[src/rtl/spi_pkg.sv]
// Shared types and constants for the SPI slave responder.
// Holds the FSM state encoding, byte width and default idle byte.
package spi_pkg;

    localparam int SPI_BYTE_W = 8;

    localparam logic [SPI_BYTE_W-1:0] SPI_IDLE_BYTE = 8'hFF;

    typedef enum logic [1:0] {
        IDLE  = 2'd0,
        LOAD  = 2'd1,
        SHIFT = 2'd2
    } spi_state_e;

endpackage

[src/rtl/spi_sync_edge.sv]
// Multi-flop synchronizer with rise/fall detection on the synced level.
// Ports: clk, rst (async, active-high), din (async input), rise/fall (1-cycle strobes).
module spi_sync_edge
    import spi_pkg::*;
#(
    parameter int   SYNC_STAGES = 2,
    parameter logic RST_VAL     = 1'b0
) (
    input  logic clk,
    input  logic rst,
    input  logic din,
    output logic rise,
    output logic fall
);

    logic [SYNC_STAGES-1:0] sync_q;
    logic                   dly_q;

    always_ff @(posedge clk or posedge rst) begin
        if (rst) begin
            sync_q <= {SYNC_STAGES{RST_VAL}};
            dly_q  <= RST_VAL;
        end else begin
            sync_q <= {sync_q[SYNC_STAGES-2:0], din};
            dly_q  <= sync_q[SYNC_STAGES-1];
        end
    end

    assign rise = sync_q[SYNC_STAGES-1] & ~dly_q;
    assign fall = ~sync_q[SYNC_STAGES-1] & dly_q;

endmodule

[src/rtl/spi_slave_resp.sv]
// SPI mode-0 slave: receives bytes from the master and returns queued tx bytes.
// Ports: clk_int/rst_int, spi_sck/ss_n/mosi in, spi_miso/miso_oe out,
// tx_data/tx_valid/tx_ready handshake, rx_data/rx_valid strobe, underrun, abort.
// Macro SPI_SLV_LSB_FIRST_EN: shift both directions LSB first (default MSB first).
module spi_slave_resp
    import spi_pkg::*;
#(
    parameter int                    SYNC_STAGES = 2,
    parameter logic [SPI_BYTE_W-1:0] IDLE_BYTE   = SPI_IDLE_BYTE
) (
    input  logic                  clk_int,
    input  logic                  rst_int,
    input  logic                  spi_sck,
    input  logic                  spi_ss_n,
    input  logic                  spi_mosi,
    output logic                  spi_miso,
    output logic                  spi_miso_oe,
    input  logic [SPI_BYTE_W-1:0] tx_data,
    input  logic                  tx_valid,
    output logic                  tx_ready,
    output logic [SPI_BYTE_W-1:0] rx_data,
    output logic                  rx_valid,
    output logic                  underrun,
    output logic                  abort
);

    localparam int MSB = SPI_BYTE_W - 1;

    logic sck_rise, sck_fall;
    logic ss_rise, ss_fall;

    spi_sync_edge #(.SYNC_STAGES(SYNC_STAGES), .RST_VAL(1'b0)) u_sck (
        .clk  (clk_int),
        .rst  (rst_int),
        .din  (spi_sck),
        .rise (sck_rise),
        .fall (sck_fall)
    );

    spi_sync_edge #(.SYNC_STAGES(SYNC_STAGES), .RST_VAL(1'b1)) u_ss (
        .clk  (clk_int),
        .rst  (rst_int),
        .din  (spi_ss_n),
        .rise (ss_rise),
        .fall (ss_fall)
    );

    // Same depth as sck so mosi stays aligned with the detected sck edge.
    logic [SYNC_STAGES-1:0] mosi_q;
    logic                   mosi_s;

    always_ff @(posedge clk_int or posedge rst_int) begin
        if (rst_int) mosi_q <= '0;
        else         mosi_q <= {mosi_q[SYNC_STAGES-2:0], spi_mosi};
    end

    assign mosi_s = mosi_q[SYNC_STAGES-1];

    spi_state_e            state;
    logic [2:0]            bit_cnt;
    logic                  byte_done;
    logic [SPI_BYTE_W-1:0] rx_shift;
    logic [SPI_BYTE_W-1:0] tx_shift;
    logic [SPI_BYTE_W-1:0] tx_buf;
    logic                  tx_full;

    logic [SPI_BYTE_W-1:0] rx_next;
    logic [SPI_BYTE_W-1:0] tx_next;
    logic                  tx_bit;

`ifdef SPI_SLV_LSB_FIRST_EN
    assign rx_next = {mosi_s, rx_shift[MSB:1]};
    assign tx_next = {1'b0, tx_shift[MSB:1]};
    assign tx_bit  = tx_shift[0];
`else
    assign rx_next = {rx_shift[MSB-1:0], mosi_s};
    assign tx_next = {tx_shift[MSB-1:0], 1'b0};
    assign tx_bit  = tx_shift[MSB];
`endif

    // A reload happens on entry to a frame and on the first falling
    // sck edge after a completed byte; slave-select release wins.
    logic load_now;
    logic tx_take;

    assign load_now = ~ss_rise &
                      ((state == LOAD) |
                       ((state == SHIFT) & sck_fall & byte_done));
    assign tx_take  = tx_valid & ~tx_full;
    assign tx_ready = ~tx_full;
    assign spi_miso = (state != IDLE) & tx_bit;

    always_ff @(posedge clk_int or posedge rst_int) begin
        if (rst_int) begin
            state       <= IDLE;
            bit_cnt     <= 3'd0;
            byte_done   <= 1'b0;
            rx_shift    <= '0;
            rx_data     <= '0;
            rx_valid    <= 1'b0;
            tx_shift    <= IDLE_BYTE;
            tx_buf      <= '0;
            tx_full     <= 1'b0;
            underrun    <= 1'b0;
            abort       <= 1'b0;
            spi_miso_oe <= 1'b0;
        end else begin
            rx_valid <= 1'b0;
            underrun <= 1'b0;
            abort    <= 1'b0;

            // Consume sees the pre-write buffer state.
            if (load_now) begin
                if (tx_full) begin
                    tx_shift <= tx_buf;
                    tx_full  <= 1'b0;
                end else begin
                    tx_shift <= IDLE_BYTE;
                    underrun <= 1'b1;
                end
            end

            if (tx_take) begin
                tx_buf  <= tx_data;
                tx_full <= 1'b1;
            end

            if (ss_rise && state != IDLE) begin
                state       <= IDLE;
                spi_miso_oe <= 1'b0;
                bit_cnt     <= 3'd0;
                byte_done   <= 1'b0;
                abort       <= (state == SHIFT) && (bit_cnt != 3'd0);
            end else begin
                unique case (state)
                    IDLE: begin
                        if (ss_fall) begin
                            state       <= LOAD;
                            spi_miso_oe <= 1'b1;
                        end
                    end
                    LOAD: begin
                        state     <= SHIFT;
                        bit_cnt   <= 3'd0;
                        byte_done <= 1'b0;
                    end
                    SHIFT: begin
                        if (sck_rise) begin
                            rx_shift <= rx_next;
                            bit_cnt  <= bit_cnt + 3'd1;
                            if (bit_cnt == 3'd7) begin
                                rx_data   <= rx_next;
                                rx_valid  <= 1'b1;
                                byte_done <= 1'b1;
                            end
                        end else if (sck_fall) begin
                            if (byte_done) byte_done <= 1'b0;
                            else           tx_shift  <= tx_next;
                        end
                    end
                    default: begin
                        state       <= IDLE;
                        spi_miso_oe <= 1'b0;
                    end
                endcase
            end
        end
    end

endmodule

[config.mk]
export PLATFORM = sky130hd
export DESIGN_NAME = spi_slave_resp
export DESIGN_NICKNAME = d
export VERILOG_FILES = /design/src/rtl/spi_pkg.sv /design/src/rtl/spi_sync_edge.sv /design/src/rtl/spi_slave_resp.sv
export SDC_FILE = /design/constraint.sdc
export NUM_CORES = 1
export LEC_CHECK = 0
export BUFFER_PORTS_ARGS = -buffer_cell sky130_fd_sc_hd__buf_2
export CORE_MARGIN = 3
export CORE_UTILIZATION = 35
export DETAILED_ROUTE_END_ITERATION = 12
export GPL_ROUTABILITY_DRIVEN = 0
export GPL_TIMING_DRIVEN = 0
export SLEW_MARGIN = 20
export SYNTH_ARGS = -nofsm -noshare
export SYNTH_HDL_FRONTEND = slang
export SYNTH_HIERARCHICAL = 1
export SYNTH_SLANG_ARGS = --single-unit
[constraint.sdc]
create_clock -name clk_int -period 1.8 [get_ports clk_int]
set_input_delay 0.36 -clock clk_int [delete_from_list [all_inputs] [get_ports clk_int]]
set_output_delay 0.36 -clock clk_int [all_outputs]
set_load 0.1 [all_outputs]
==> impl_metrics.yaml <==
routing:
  ant_nets: 0
  wl_met2_um: 1770
  drcViolationCount: 0
  wire_per_inst_um: 13.9
  maxUsedRoutingLayer: "met4"
  vias: 1457
  wirelength_um: 4050
  wl_met3_um: 194
  met1_length_um: 2070
  drt_iter0_markers: 59
  vias_per_cell: 5.01
  first_pass_iters: 4
final_layout:
  mostFrequentLayoutCells: "39 x dfrtp_1, 30 x buf_2, 18 x mux2_2"
  n_antenna_cell: 0
  area_delta_synth_final_pct: 17.1
  final_nets: 236
  final_util: 0.438
  layout_commonest_cell: "dfrtp_1"
  drive_above_1_share: 0.468
  stdcell_area_um2: 2690
logic_synthesis:
  synthCells: 178
  synth.distinct_cells: 40
  ys_seq_elements: 50
  async_reset_ff_frac: 1.00
  postSynthAreaPerCell_um2: 12.9
  ys.flop_type: "dfrtp_1"
  syn-cell-area_um2: 2300
  seq_area_frac_synth: 0.551
  synth_edf_count: 0
  yosys_warnings: 6
  syn_nets: 199
cts:
  cts_tree: "built"
  clk_pin_slew_ps: 80
  cts_made_buffers: 5
  clockBufferDepth: 2
  clk_latency_ps: 290
  root_buffer: "clkbuf_8"
  htree_levels: 2
  cts.sinks: 50
global_route:
  grt_max_degree: 30
  grt_first_pass_wirelength_um: 6920
  first_global_vias: 1489
  grt.total_usage: 0.116
  grt_overflow: 0
  antenna_found_initial: 0
timing:
  setup_ws_ps: 107
  report.final.slew_viol_count: 0
  setup_tns_ps: 0
  fin_skew_ps: 7.37
  finalHoldViolations: 0
  rsz0062_at_grt: "false"
  max_freq_mhz: 591
  finalCritPeriodShare: 0.940
  fin_crit_ps: 1690
  relSlewSlack: 0.673
  hold_slack_ps: 161
  setup_viol: 0
  worst-slew-pin-transition_ps: 491
setup_path:
  r2r_start: "state[0]"
  cp_data_required_time_ps: 1440
  r2r_end: "rx_data[4]"
  ff2ff_path_depth: 8
  critPathCaptureType: "output port"
  critPathKind: "flip-flop to output port"
  arrival_ps: 1330
  crit_fanout: 5
  rrSetupSlack_ps: 120
  crit_end: "spi_miso"
  crit_start: "state[1]"
  start_kind: "flip-flop"
power_and_ir_drop:
  powerDensity_nw_per_um2: 1460
  leakage_nw: 1.24
  ir_drop_uv: 842
die:
  dieWidth_um: 87.0
  fp.dieH_um: 87.0
  core_area_um2: 6130
  initial_core_util: 0.374
  rows: 28
  ios: 28
  die_area_um2: 7570
outcome:
  outcome: "finished, final reports clean"
placed_design:
  dpl_worst_slack_ps: 14.1
  dpl_cell_area_um2: 2550
  place_hpwl_um: 2930
  io_buffers: 27
job:
  cap_violations: 0
hold_path:
  min_path_type: "primary input to flip-flop"
-- worst min-delay path by stage --
stage                  start         endpoint  slack (ps)  depth (start not counted)
finish              spi_ss_n   u_ss/sync_q[0]         160                          1
CTS                 spi_ss_n   u_ss/sync_q[0]         150                          1
detailed placement   rst_int  u_sck/sync_q[0]         260                          2
floorplan            rst_int      u_sck/dly_q         110                          1
global placement     rst_int  u_sck/sync_q[0]         240                          2
global route        spi_ss_n   u_ss/sync_q[0]         140                          1
-- per-stage QoR --
stage / cells / power, mW
global placement: 280 / 3.09
finish: 291 / 3.92
detailed placement: 281 / 3.13
CTS: 291 / 3.95
global route: 291 / 4.18
floorplan: 178 / 2.85
-- synthesized netlist by cell type, drive strengths merged, types with 2 or more instances --
cell type | n | area share
buf | 8 | 0.028
nand2b | 4 | 0.011
nor2b | 5 | 0.014
a21oi | 12 | 0.026
nand4 | 7 | 0.019
and2 | 2 | 0.0076
nand3 | 5 | 0.016
o21ai | 2 | 0.0044
and2b | 2 | 0.0076
dfrtp | 39 | 0.43
nand2 | 2 | 0.0044
ha | 7 | 0.038
o31ai | 10 | 0.052
nor3 | 2 | 0.0044
dfstp | 11 | 0.13
inv | 13 | 0.022
clkbuf | 2 | 0.0033
a31oi | 2 | 0.0082
nor4 | 8 | 0.022
mux2 | 23 | 0.12
-- sequential cells by signal, summed over array words and instances (netlist names), 2 cells and up --
signal        flops
state             2
u_ss/sync_q       2
tx_shift          8
mosi_q            2
u_sck/sync_q      2
rx_shift          7
bit_cnt           3
rx_data           8
tx_buf            8
-- area by class of cell --
cell class | instances | area [um^2]
fillers | 572 | 3440
flip-flops and latches | 50 | 1260
multi-input cells | 104 | 911
repair buffers | 30 | 183
well taps | 75 | 93.8
clock buffers | 7 | 76.3
plain buffers | 10 | 72.6
inverters | 14 | 56.3
clock inverters | 1 | 30.0
-- repair_timing --
| action | in CTS | in global routing |
|---|---|---|
| endpoints found under the hold margin | 3 | 0 |
| pin swaps | 0 | 0 |
| gates resized for setup | 3 | 4 |
| setup endpoints to repair | 1 | 15 |
| hold buffers | 1 | 0 |
| setup buffers | 1 | 0 |
-- routing by layer --
layer / vias up / track usage
li1: 716 / -
met1: 707 / 0.162
met2: 32 / 0.172
met3: 2 / 0.0360
met4: 0 / 0.0340
met5: - / 0
-- kinds of logic (layout without fill, tap and decap cells) --
group	count (synthesis)	after routing	synth area share
DFF	50	50	0.551
and+or+nand+nor	41	41	0.119
adders and majority gates	7	7	0.0381
AOI/OAI and AO/OA	33	33	0.116
muxes	23	23	0.121
buffers and inverters	24	62	0.0556
-- power by group --
group          total [mW]  switching [mW]  internal (mW)
clock               0.764           0.348          0.416
combinational        1.45           0.838          0.612
sequential           1.70           0.194           1.51
total                3.92            1.38           2.54
-- worst max-delay path: stages, from the launching register on --
cell and delay (ps):
dfrtp_1 400, inv_2 80, ha_2 200, nor2b_2 150
buf_8 210
Power figures use the tool's default switching activity.
